$ cat src/rtl/minisrc_pkg.sv
// Shared MiniSRC definitions: halt cause codes, run-control state encoding
// and the index-width helper used by breakpoint ports.
package minisrc_pkg;

  typedef enum logic [2:0] {
    CAUSE_NONE       = 3'd0,
    CAUSE_STOP       = 3'd1,
    CAUSE_HALT_INSTR = 3'd2,
    CAUSE_BREAK      = 3'd3,
    CAUSE_STEP       = 3'd4
  } halt_cause_e;

  typedef enum logic [1:0] {
    ST_RUN    = 2'd0,
    ST_DRAIN  = 2'd1,
    ST_STEP   = 2'd2,
    ST_HALTED = 2'd3
  } run_state_e;

  // A single-entry table still needs a 1-bit index port.
  function automatic int idx_width(input int n);
    return (n > 1) ? $clog2(n) : 1;
  endfunction

endpackage

$ cat src/rtl/bp_match.sv
// PC breakpoint table: NUM_BP registered address/valid entries compared against
// pc_value; reports a hit and the lowest matching index.
module bp_match
  import minisrc_pkg::*;
#(
  parameter int ADDR_W = 32,
  parameter int NUM_BP = 4,
  localparam int IDX_W = idx_width(NUM_BP)
) (
  input  logic              clk,
  input  logic              reset,
  input  logic              wr_en,
  input  logic [IDX_W-1:0]  wr_idx,
  input  logic [ADDR_W-1:0] wr_addr,
  input  logic              wr_valid,
  input  logic [ADDR_W-1:0] pc_value,
  output logic              hit,
  output logic [IDX_W-1:0]  idx
);

  logic [ADDR_W-1:0] addr_q [NUM_BP];
  logic [ADDR_W-1:0] addr_d [NUM_BP];
  logic [NUM_BP-1:0] valid_q;
  logic [NUM_BP-1:0] valid_d;

  always_comb begin
    addr_d  = addr_q;
    valid_d = valid_q;
    if (wr_en && (int'(wr_idx) < NUM_BP)) begin
      addr_d[wr_idx]  = wr_addr;
      valid_d[wr_idx] = wr_valid;
    end
  end

  always_ff @(posedge clk or negedge reset) begin
    if (!reset) begin
      for (int i = 0; i < NUM_BP; i++) addr_q[i] <= '0;
      valid_q <= '0;
    end else begin
      addr_q  <= addr_d;
      valid_q <= valid_d;
    end
  end

  // Compare reads the stored entries, so a same-cycle write is not yet visible.
  // Scanning downward lets the lowest matching index overwrite higher ones.
  always_comb begin
    hit = 1'b0;
    idx = '0;
    for (int i = NUM_BP - 1; i >= 0; i--) begin
      if (valid_q[i] && (addr_q[i] == pc_value)) begin
        hit = 1'b1;
        idx = IDX_W'(i);
      end
    end
  end

endmodule

$ cat src/rtl/run_control_unit.sv
// MiniSRC run/halt/debug controller: drives control_unit's Run enable, halts only
// at instruction boundaries (instr_done), and keeps breakpoints and counters.
module run_control_unit
  import minisrc_pkg::*;
#(
  parameter int ADDR_W        = 32,
  parameter int NUM_BP        = 4,
  parameter int CNT_W         = 32,
  parameter bit START_RUNNING = 1'b1,
  localparam int IDX_W        = idx_width(NUM_BP)
) (
  input  logic              clk,
  input  logic              reset,
  input  logic              stop,
  input  logic              run_req,
  input  logic              step_req,
  input  logic              instr_done,
  input  logic              halt_instr,
  input  logic [ADDR_W-1:0] pc_value,
  input  logic              bp_wr_en,
  input  logic [IDX_W-1:0]  bp_wr_idx,
  input  logic [ADDR_W-1:0] bp_wr_addr,
  input  logic              bp_wr_valid,
  input  logic              cnt_clr,
  output logic              Run,
  output logic              halted,
  output logic [2:0]        halt_cause,
  output logic [IDX_W-1:0]  bp_hit_idx,
  output logic [CNT_W-1:0]  cycle_count,
  output logic [CNT_W-1:0]  instr_count,
  output logic [1:0]        dbg_state
);

  // Control protocol: run_req, step_req and instr_done are single-cycle pulses
  // sampled on the rising edge with no back-pressure; stop is a level.
  localparam run_state_e RESET_STATE = START_RUNNING ? ST_RUN : ST_HALTED;

  run_state_e        state_q, state_d;
  halt_cause_e       cause_q, cause_d;
  logic [IDX_W-1:0]  bp_idx_q, bp_idx_d;
  logic [CNT_W-1:0]  cycle_q, cycle_d;
  logic [CNT_W-1:0]  instr_q, instr_d;
  logic              bp_hit;
  logic [IDX_W-1:0]  bp_idx;
  logic              active;

  bp_match #(
    .ADDR_W (ADDR_W),
    .NUM_BP (NUM_BP)
  ) u_bp_match (
    .clk      (clk),
    .reset    (reset),
    .wr_en    (bp_wr_en),
    .wr_idx   (bp_wr_idx),
    .wr_addr  (bp_wr_addr),
    .wr_valid (bp_wr_valid),
    .pc_value (pc_value),
    .hit      (bp_hit),
    .idx      (bp_idx)
  );

  assign active = (state_q != ST_HALTED);

  always_comb begin
    state_d  = state_q;
    cause_d  = cause_q;
    bp_idx_d = bp_idx_q;
    case (state_q)
      ST_RUN, ST_DRAIN, ST_STEP: begin
        if (instr_done) begin
          state_d = ST_HALTED;
          if (halt_instr) begin
            cause_d = CAUSE_HALT_INSTR;
          end else if (bp_hit) begin
            cause_d  = CAUSE_BREAK;
            bp_idx_d = bp_idx;
          end else if (stop) begin
            cause_d = CAUSE_STOP;
          end else if (state_q == ST_STEP) begin
            cause_d = CAUSE_STEP;
          end else if (state_q == ST_DRAIN) begin
            cause_d = CAUSE_STOP;
          end else begin
            state_d = ST_RUN;
          end
        end else if ((state_q == ST_RUN) && stop) begin
          state_d = ST_DRAIN;
        end
      end
      ST_HALTED: begin
        // A halt instruction is terminal until reset.
        if (cause_q != CAUSE_HALT_INSTR) begin
          if (run_req)       state_d = ST_RUN;
          else if (step_req) state_d = ST_STEP;
        end
      end
    endcase
  end

  // Saturating counters; clear beats increment.
  always_comb begin
    cycle_d = cycle_q;
    instr_d = instr_q;
    if (cnt_clr) begin
      cycle_d = '0;
      instr_d = '0;
    end else begin
      if (active && (cycle_q != '1))               cycle_d = cycle_q + CNT_W'(1);
      if (active && instr_done && (instr_q != '1)) instr_d = instr_q + CNT_W'(1);
    end
  end

  always_ff @(posedge clk or negedge reset) begin
    if (!reset) begin
      state_q  <= RESET_STATE;
      cause_q  <= CAUSE_NONE;
      bp_idx_q <= '0;
      cycle_q  <= '0;
      instr_q  <= '0;
    end else begin
      state_q  <= state_d;
      cause_q  <= cause_d;
      bp_idx_q <= bp_idx_d;
      cycle_q  <= cycle_d;
      instr_q  <= instr_d;
    end
  end

  assign Run         = active;
  assign halted      = ~active;
  assign halt_cause  = cause_q;
  assign bp_hit_idx  = bp_idx_q;
  assign cycle_count = cycle_q;
  assign instr_count = instr_q;
  assign dbg_state   = state_q;

endmodule

$ cat config.mk
export PLATFORM = sky130hd
export DESIGN_NAME = run_control_unit
export DESIGN_NICKNAME = d
export VERILOG_FILES = /design/src/rtl/minisrc_pkg.sv /design/src/rtl/bp_match.sv /design/src/rtl/run_control_unit.sv
export SDC_FILE = /design/constraint.sdc
export NUM_CORES = 1
export LEC_CHECK = 0
export BUFFER_PORTS_ARGS = -buffer_cell sky130_fd_sc_hd__buf_2
export CORE_MARGIN = 1
export CORE_UTILIZATION = 40
export DETAILED_ROUTE_END_ITERATION = 12
export PLACE_DENSITY = 0.61
export SLEW_MARGIN = 0
export SYNTH_ARGS = -nofsm -noshare
export SYNTH_HDL_FRONTEND = slang
export SYNTH_SLANG_ARGS = --single-unit
$ cat constraint.sdc
create_clock -name clk -period 5.5 [get_ports clk]
set_input_delay 0.55 -clock clk [delete_from_list [all_inputs] [get_ports clk]]
set_output_delay 0.55 -clock clk [all_outputs]
set_load 0.01 [all_outputs]
# == After elaboration in Yosys (flattened, before gate mapping) ==
# Index checks and enable logic that the tools add are counted.
# classes
add_sub_neg,2
n_mul,0
div,0
n_lt_le_gt_ge,4
eq_ne,14
shifts,0
n_mux,34
bitwise_logic,3
n_reduce_logical,18
# ops
cell,count
two-way mux 32 bit,5
bitwise mux 128 bit,1
equality test 32 bit,4
"adder 32 x 1 -> 32 bit, second input constant",2
demux 32 bit (select 2 bit),1
"!= test 32 bit, second input constant",2
two-way mux 2 bit,14
two-way mux 3 bit,5
logical AND 1 bit,10
"!= test 3 bit, second input constant",2
AND reduction 3 bit,2
two-way mux 1 bit,5
nonzero test 5 bit,1
bitwise mux 4 bit,1
"equality test 2 bit, second input constant",2
"!= test 2 bit, second input constant",2
case mux 2 bit (2 select lines),1
AND reduction 4 bit,1
nonzero test 2 bit,2
">= comparator 3 bit, second input constant",1
"< comparator 2 x 3 -> 1 bit, second input constant",1
"< comparator 3 x 1 -> 1 bit, second input constant",1
"!= test 3 x 2 -> 1 bit, second input constant",1
inverter 2 -> 3 bit,1
other kinds (6),7
# word_totals
register_bits,203
latch_bits,0
ramBits,0
romBits,0
input_bits,76
output_inout_bits,73
wordCells,85
n_memories,0

# == Longest topological paths before layout ==
# Gate-level depths: netlist of the first run.
# logic_depth
word_depth,10
depth_mapped,9
mapped_depth_nobuf,8

# == Modules after synthesis ==
# Synthesis of the first run repeated with hierarchy kept, for this count alone.
# hier_totals
cells_unflattened,915
area_unflattened_um2,10503.8
# by_module_without_submodules
mod,instances,cells_per_inst,area_per_inst_um2,seq_area_each_um2
bp_match,1,465,6362.4,3303.2
run_control_unit,1,450,4141.5,1776.7

# == Least setup slack after synthesis of the first run ==
# Ideal clock, no wire load.
# synth_path
path_kind,reg2reg
from,register state_q[0] (netlist: dbg_state[0])
to,register instr_q[31] (netlist: instr_count[31])
setup_time_ns,0.078
arrival_ns,2.379
required_ns,5.422
slack_ns,3.043
stages_incl_launch_ff,10
n_path_buf,1
synth_period_minus_slack_ns,2.457
path_cell_list,dfrtp_1 -> ha_1 -> clkbuf_1 -> inv_2 -> nand2_1 -> or3_1 -> nor4_2 -> nand3_1 -> or3_1 -> a21oi_1
# synth_via
elab_chain_cells,4
# synth_lines
element,line,rtl
start: declaration,run_control_unit.sv:38,"run_state_e state_q, state_d;"
start signal: assignment,run_control_unit.sv:121,state_q <= state_d;
!= test 2 bit,run_control_unit.sv:62,assign active = (state_q != ST_HALTED);
named net Run,run_control_unit.sv:25,"output logic Run,"
logical AND 1 bit (2 in series),run_control_unit.sv:109,if (active && instr_done && (instr_q != '1)) instr_d = instr_q + CNT_W'(1);
nonzero test 2 bit (no source line),--,
end signal: assignment,run_control_unit.sv:125,instr_q <= instr_d;
end: declaration,run_control_unit.sv:42,"logic [CNT_W-1:0] instr_q, instr_d;"
# The timed path passes the listed nets, and every way through them passes these cells.
# A chain may end at the register's enable or synchronous reset.

# == Worst setup path in the final report of the first run ==
# layout_path
from,register state_q[0] (netlist: dbg_state[0])
to,register instr_q[31] (netlist: instr_count[31])
# layout_via
elab_chain_cells,4
# layout_lines
element,line
!= test 2 bit,run_control_unit.sv:62
logical AND 1 bit (2 in series),run_control_unit.sv:109
nonzero test 2 bit (no source line),--
# No other way between the ends.

==> impl_metrics.sql, run 1 <==
INSERT INTO impl_metrics (metric_group, metric, value, unit) VALUES
('worst_setup_path', 'required', '5.94', 'ns'),
('worst_setup_path', 'timing_worst_setup_path_type', 'flip-flop to flip-flop', ''),
('clock_network', 'tritoncts_clock_tree', 'done', ''),
('clock_network', 'worst_setup_hold_path_clk_slew', '0.06', 'ns'),
('synthesis', 'synthArstFlopShare', '1.000', ''),
('pwr', 'power_dissipated_by_switching_net_loads', '1174', 'µW'),
('pwr', 'power.share.clock', '0.370', ''),
('worst_setup_path', 'cp_slowest_cell', 'or3_1', ''),
('sta', 'max_freq', '362.5', 'MHz'),
('worst_setup_path', 'crit_path_end_kind', 'flip-flop', ''),
('floorplanning', 'die-width', '160.0', 'µm'),
('final_layout', 'n_fill_cell', '2280', ''),
('global_routing', 'globalRouteOverflowTotal', '0', ''),
('final_layout', 'post_route_cells_drive_above_1_share', '0.3317', ''),
('global_routing', 'grt_antenna_before_repair', '2', ''),
('clock_network', 'clk-insertion-delay-late', '0.52', 'ns'),
('sta', 'final.hold.worst_slack', '0.05219', 'ns'),
('final_layout', 'areaGrowthSynthToFinish', '19.11', '%'),
('drt', 'drc', '0', ''),
('sta', 'rsz_0062_raised_after_global_routing', 'no', ''),
('synthesis', 'netlist_area', '0.009980', 'mm²'),
('synthesis', 'synth-edff-count', '0', ''),
('sta', 'layout_worst_path_cycle_share', '0.5015', ''),
('clock_network', 'clock_tree.root_cell', 'clkbuf_16', ''),
('job', 'max-cap-violations', '0', ''),
('worst_setup_path', 'timing.critical_path.slowest_cell_delay', '0.52', 'ns'),
('pwr', 'share_seq_of_total_power', '0.440', ''),
('global_routing', 'grt_util_all_layers', '0.1987', ''),
('global_routing', 'via_count_of_the_first_global_routing_pass', '7123', ''),
('pwr', 'power.density', '357.0', 'mW/mm²'),
('synthesis', 'synth.distinct_cells', '43', ''),
('placement', 'number_of_port_buffers', '148', ''),
('worst_setup_path', 'launching_element_type_of_the_critical_path', 'flip-flop', ''),
('synthesis', 'netlist_top_cells_area', 'dfrtp_1 (51%), mux2_2 (15%), xnor2_1 (9.4%)', ''),
('sta', 'hold_viol_final', '0', ''),
('hold_path', 'worstHoldPathType', 'primary input to asynchronous set/reset pin', ''),
('clock_network', 'numCtsBuffers', '24', ''),
('worst_setup_path', 'data_arrival_at_the_endpoint_of_the_critical_path', '3.20', 'ns'),
('drt', 'detailedRoute.firstPassIterationCount', '4', ''),
('clock_network', 'cts_max_path_buffers', '3', ''),
('final_layout', 'multi_input_comb_area', '0.004778', 'mm²'),
('clock_network', 'ctsResizeCount', '0', ''),
('sta', 'final_period_minus_worst_setup_slack', '2.758', 'ns'),
('clock_network', 'ctsHoldBuffers', '0', ''),
('sta', 'worst_pin_slew', '1.064', 'ns'),
('floorplanning', 'ios', '149', ''),
('floorplanning', 'core_area', '0.02439', 'mm²'),
('sta', 'report.final.setup_viol', '0', ''),
('worst_setup_path', 'path_cells', 'ha_1, inv_2, nand2_1, or3_1, nor4_2, nand3_1, or3_1, a21oi_1', ''),
('run_status', 'status', 'finished, final reports clean', ''),
('synthesis', 'netlist_top_cells_count', 'dfrtp_1 (203), mux2_2 (132), xnor2_1 (107), xor2_1 (75), nor2_1 (63)', ''),
('worst_setup_path', 'critical-path-top-cell-by-count', 'or3_1', ''),
('global_routing', 'maximum_number_of_pins_on_one_net_before_global_route_repair', '124', ''),
('pwr', 'logic_gate_share_of_total_power', '0.190', ''),
('sta', 'timing.final.max_slew_violations', '0', ''),
('floorplanning', 'design.die.area', '0.02558', 'mm²'),
('final_layout', 'final_core_util', '0.4873', ''),
('placement', 'place_congestion', '0.7930', ''),
('synthesis', 'post-synth-top-area-cell', 'dfrtp_1', ''),
('pwr', 'vdd.ir_drop.worst', '216.9', 'µV'),
('floorplanning', 'start_util', '0.4092', ''),
('worst_setup_path', 'critical_path_peak_fanout', '15', ''),
('clock_network', 'clock-sinks', '203', ''),
('clock_network', 'post-cts-setup-buffers', '0', ''),
('synthesis', 'synth.yosys.seq_area_share', '0.5090', ''),
('floorplanning', 'die_h', '160.0', 'µm'),
('drt', 'drt-total-wl', '24910', 'µm'),
('synthesis', 'synth_top_flop_cell', 'dfrtp_1', ''),
('synthesis', 'yosysMostFrequentCell', 'dfrtp_1', ''),
('drt', 'vias', '6972', ''),
('synthesis', 'mappedNetlistNets', '929', '');
metal layers:
layer  global-route usage  vias up  wire length [µm]
li1                     -     3271                 -
met1               0.2700     3501             11410
met2               0.3304      165             11830
met3              0.03325       33              1208
met4              0.04762        2               442
met5                    0        -                13
critical path, delay by kind of cell (launching register included):
family                     cells  cell delay (ns)
and+or+nand+nor                5             1.68
DFF                            1             0.42
adders and majority gates      1             0.33
AOI/OAI and AO/OA              1             0.14
buffers and inverters          1             0.12
cell usage in the layout (no fill, tap or decap), drive strengths merged, types with 2 or more instances in the layout:
master,n
bufinv,2
xnor2,107
a211oi,2
nand2b,2
and2,7
or3,8
o21ai,15
nand3,28
nand2,33
buf,152
nor3b,3
nand4,39
a21oi,15
clkinv,2
and3,12
a21o,2
nand3b,2
and4,7
nor3,20
dfrtp,203
inv,12
ha,6
mux2,132
nor2,63
nor4,22
o22ai,2
clkbuf,36
xor2,75
diode,2
cell type report:
class / instances / area share
Sequential cell: 203 / 0.4274
Multi-Input combinational cell: 609 / 0.4020
Timing Repair Buffer: 153 / 0.06726
Clock buffer: 35 / 0.05916
Tap cell: 324 / 0.03411
Clock inverter: 4 / 0.005895
Inverter: 12 / 0.003789
Antenna cell: 2 / 0.0004211
flip-flops by register name, summed over array words and instances, names as in the netlist:
signal,count
bp_hit_idx,2
cycle_count,32
dbg_state,2
halt_cause,3
instr_count,32
u_bp_match.addr_q,128
u_bp_match.valid_q,4
power by group through the flow:
| stage | Combinational, µW | Sequential [µW] | Clock [µW] |
|---|---|---|---|
| 3_3_place_gp | 805 | 1880 | 0 |
| 4_1_cts | 817 | 1870 | 1610 |
| 2_1_floorplan | 515 | 1870 | 0 |
| 5_1_grt | 884 | 1900 | 1680 |
| 6_report | 805 | 1870 | 1570 |
| 3_5_place_dp | 812 | 1890 | 0 |
final timing paths:
check,start,to,slack [ns],cells after the start
max,dbg_state[0],instr_count[31],2.74,8
min,reset,instr_count[14],0.05,1
max reg2reg,dbg_state[0],instr_count[31],2.74,8
min reg2reg,u_bp_match.valid_q[0],u_bp_match.valid_q[0],0.50,1
max in group asynchronous,reset,u_bp_match.addr_q[65],4.31,2
min in group clk,bp_wr_addr[7],u_bp_match.addr_q[39],0.30,2
cells by family (layout without fill, tap and decap cells):
kind of cell / after synthesis / count (layout) / synth area share
AND/OR/NAND/NOR: 249 / 249 / 0.1383
buffers and inverters: 35 / 204 / 0.01316
flip-flops: 203 / 203 / 0.5090
multiplexers: 132 / 132 / 0.1489
AO/OA/AOI/OAI: 40 / 40 / 0.02332
adder cells (fa/ha/maj): 6 / 6 / 0.007522
XOR/XNOR: 182 / 182 / 0.1597
other: 0 / 2 / 0
per-stage QoR:
stage               total power [µW]  std cells  cell area (µm²)  setup slack [ns]
finish                          4244       1342            11890             2.742
global route                    4459       1340            11880             2.528
CTS                             4296       1340            11880             2.719
detailed placement              2705       1301            11110             2.786
global placement                2685       1301            11110             2.865
floorplan                       2387        847             9980             3.043
Power figures use the tool's default switching activity.
==> inputs of run 2 (changes only) <==
--- a/config.mk
+++ b/config.mk
@@ -9,7 +9,7 @@
 export CORE_MARGIN = 1
 export CORE_UTILIZATION = 40
 export DETAILED_ROUTE_END_ITERATION = 12
-export PLACE_DENSITY = 0.61
+export PLACE_DENSITY = 0.64
 export SLEW_MARGIN = 0
 export SYNTH_ARGS = -nofsm -noshare
 export SYNTH_HDL_FRONTEND = slang
==> constraint.sdc (replaced) <==
create_clock -name clk -period 2.4 [get_ports clk]
set_input_delay 0.24 -clock clk [delete_from_list [all_inputs] [get_ports clk]]
set_output_delay 0.24 -clock clk [all_outputs]
set_load 0.01 [all_outputs]
==> run 2 against run 1 <==
Effect of this change: die area unchanged; critical path type unchanged; setup slack got worse by 2.6 ns; critical path depth decreased by 1; hold slack got worse by 0.043 ns; final cell count increased by 3.6%; via count increased by 1.6%; global-route usage decreased by 0.46 points; fmax increased by 22%.
==> impl_metrics.sql, run 2 (synthesis results as in run 1) <==
INSERT INTO impl_metrics (metric_group, metric, value, unit) VALUES
('run_status', 'status', 'finished, final reports clean', ''),
('final_layout', 'areaGrowthSynthToFinish', '23.92', '%'),
('worst_setup_path', 'cp_num_buf_inv', '0', ''),
('drt', 'detailedRoute.firstIterationViolations', '401', ''),
('placement', 'number_of_port_buffers', '148', ''),
('final_layout', 'multi_input_comb_area', '0.004803', 'mm²'),
('sta', 'worst_pin_slew', '0.7218', 'ns'),
('worst_setup_path', 'cp_slowest_cell', 'nor4_1', ''),
('sta', 'report.final.setup_viol', '0', ''),
('final_layout', 'largest_reg_flops', '128', ''),
('global_routing', 'grt_antenna_before_repair', '1', ''),
('clock_network', 'cts_max_path_buffers', '3', ''),
('global_routing', 'via_count_of_the_first_global_routing_pass', '7129', ''),
('worst_setup_path', 'timing_worst_setup_path_type', 'flip-flop to flip-flop', ''),
('global_routing', 'maximum_number_of_pins_on_one_net_before_global_route_repair', '70', ''),
('floorplanning', 'start_util', '0.4092', ''),
('pwr', 'vdd.ir_drop.worst', '572.6', 'µV'),
('sta', 'final.setup_skew', '0.008413', 'ns'),
('worst_setup_path', 'timing.critical_path.max_delay_family', 'simple AND/OR/NAND/NOR gates', ''),
('drt', 'vias_per_std_cell', '5.099', ''),
('clock_network', 'clk-insertion-delay-late', '0.51', 'ns'),
('global_routing', 'globalRouteOverflowTotal', '0', ''),
('clock_network', 'numCtsBuffers', '24', ''),
('final_layout', 'final_core_util', '0.5070', ''),
('worst_setup_path', 'required', '2.80', 'ns'),
('clock_network', 'post-cts-setup-buffers', '0', ''),
('clock_network', 'clock-sinks', '203', ''),
('clock_network', 'tritoncts_clock_tree', 'done', ''),
('drt', 'vias', '7087', ''),
('clock_network', 'cts_max_level', '1', ''),
('placement', 'place_congestion', '0.8105', ''),
('global_routing', 'grt_util_all_layers', '0.1941', ''),
('sta', 'timing.slew.headroom', '0.5179', ''),
('global_routing', 'grt_pass1_wl', '39190', 'µm'),
('final_layout', 'post_route_cells_drive_above_1_share', '0.3462', ''),
('sta', 'hold_viol_final', '0', ''),
('floorplanning', 'design.die.area', '0.02558', 'mm²'),
('sta', 'finalSetupTns', '0', 'ns'),
('sta', 'max_freq', '441.2', 'MHz'),
('worst_setup_path', 'timing.critical_path.slowest_cell_delay', '0.45', 'ns'),
('worst_setup_path', 'crit_path_end_kind', 'flip-flop', ''),
('floorplanning', 'ios', '149', ''),
('clock_network', 'worst_setup_hold_path_clk_slew', '0.06', 'ns'),
('pwr', 'power.density', '799.5', 'mW/mm²'),
('drt', 'drc', '0', ''),
('drt', 'drt_antenna_net_count', '0', ''),
('sta', 'rsz_0062_raised_after_global_routing', 'no', ''),
('hold_path', 'worstHoldPathType', 'primary input to flip-flop', ''),
('final_layout', 'layout_common_cells', 'dfrtp_1 (203), buf_2 (147), mux2_2 (132)', ''),
('worst_setup_path', 'path_cells', 'xor2_1, nor4_1, nand4_1, or3_1, nand4_1, nor3_1, a22o_1', ''),
('drt', 'detailedRoute.firstPassIterationCount', '4', ''),
('final_layout', 'n_fill_cell', '2242', ''),
('worst_setup_path', 'critical-path-top-cell-by-count', 'nand4_1', ''),
('final_layout', 'final_net_count', '1127', ''),
('floorplanning', 'core_area', '0.02439', 'mm²'),
('placement', 'detailed_place_hpwl', '18040', 'µm'),
('sta', 'layout_worst_path_cycle_share', '0.9444', ''),
('final_layout', 'layout.cells.most_common', 'dfrtp_1', ''),
('clock_network', 'clock_tree.root_cell', 'clkbuf_16', ''),
('worst_setup_path', 'data_arrival_at_the_endpoint_of_the_critical_path', '2.67', 'ns'),
('worst_setup_path', 'critical_path_peak_fanout', '5', ''),
('pwr', 'p_leak', '0.005477', 'µW'),
('drt', 'drt-total-wl', '24770', 'µm'),
('sta', 'final_period_minus_worst_setup_slack', '2.267', 'ns'),
('drt', 'wirelength_per_cell', '17.82', 'µm'),
('floorplanning', 'number_of_placement_rows', '57', ''),
('floorplanning', 'die-width', '160.0', 'µm'),
('floorplanning', 'die_h', '160.0', 'µm'),
('final_layout', 'regMostFlops', 'u_bp_match.addr_q', ''),
('worst_setup_path', 'launching_element_type_of_the_critical_path', 'flip-flop', ''),
('job', 'max-cap-violations', '0', ''),
('final_layout', 'sequential_area', '0.005080', 'mm²'),
('sta', 'timing.final.max_slew_violations', '0', '');
==> run 2: cell types whose count changed in the layout (fill, tap and decap cells not counted), sizes merged <==
| cell | previous run | this run |
|---|---|---|
| buf | 152 | 173 |
| dlygate4sd3 | 0 | 21 |
| clkbuf | 36 | 40 |
| clkinv | 2 | 4 |
| bufinv | 2 | 1 |
| diode | 2 | 3 |
==> run 2: worst paths after layout <==
kind                                        from                     to  slack [ns]  depth (start not counted)
setup / recovery           u_bp_match.addr_q[56]          halt_cause[2]        0.13                          7
hold / removal                    bp_wr_addr[11]  u_bp_match.addr_q[11]       0.009                          2
setup reg to reg           u_bp_match.addr_q[56]          halt_cause[2]        0.13                          7
min in group asynchronous                  reset        instr_count[16]        0.32                          2
max in group asynchronous                  reset  u_bp_match.addr_q[45]        1.34                          3
hold reg to reg            u_bp_match.valid_q[2]  u_bp_match.valid_q[2]        0.51                          1
==> run 2: repair_timing <==
item	CTS	global route
resized for setup	0	1
setup endpoints to repair	0	6
hold buffers	21	0
hold endpoints to repair	121	0
==> run 2: area by class of cell <==
class                           instances  share of cell area
Antenna cell                            3           0.0006070
Clock buffer                           39             0.06212
Clock inverter                          5            0.004047
Inverter                               12            0.003845
Multi-Input combinational cell        609              0.3884
Sequential cell                       203              0.4108
Tap cell                              324             0.03278
Timing Repair Buffer                  195             0.09743
==> run 2: per-layer routing <==
metal / vias up / routed length [µm] / GRT usage
met5: - / 0 / 0
met4: 0 / 529 / 0.04978
met3: 33 / 1351 / 0.03299
met2: 172 / 11660 / 0.3213
met1: 3514 / 11230 / 0.2636
li1: 3368 / - / -
==> run 2: worst reg2reg max path: stages (launching register included) <==
cell	delay, ns
dfrtp_1	0.39
xor2_1	0.14
nor4_1	0.45
nand4_1	0.21
or3_1	0.44
nand4_1	0.23
nor3_1	0.11
a22o_1	0.19
==> run 2: stage by stage <==
stage          cells  instance area, µm²  hold slack [ns]  total power [µW]  setup slack (ns)
6_report        1390               12370         0.009440              9887            0.1335
5_1_grt         1387               12360         0.003440             10350          0.007344
4_1_cts         1387               12350         0.002064             10010           0.02746
3_5_place_dp    1322               11320           0.3094              6247           0.01231
3_3_place_gp    1322               11320           0.2996              6197           0.04947
2_1_floorplan    847               10000         -0.05559              5488           0.01160
==> run 2: where the power goes <==
group          switching (µW)  internal (µW)
clock                    1390           2280
combinational             972            959
sequential                362           3920
total                    2730           7160
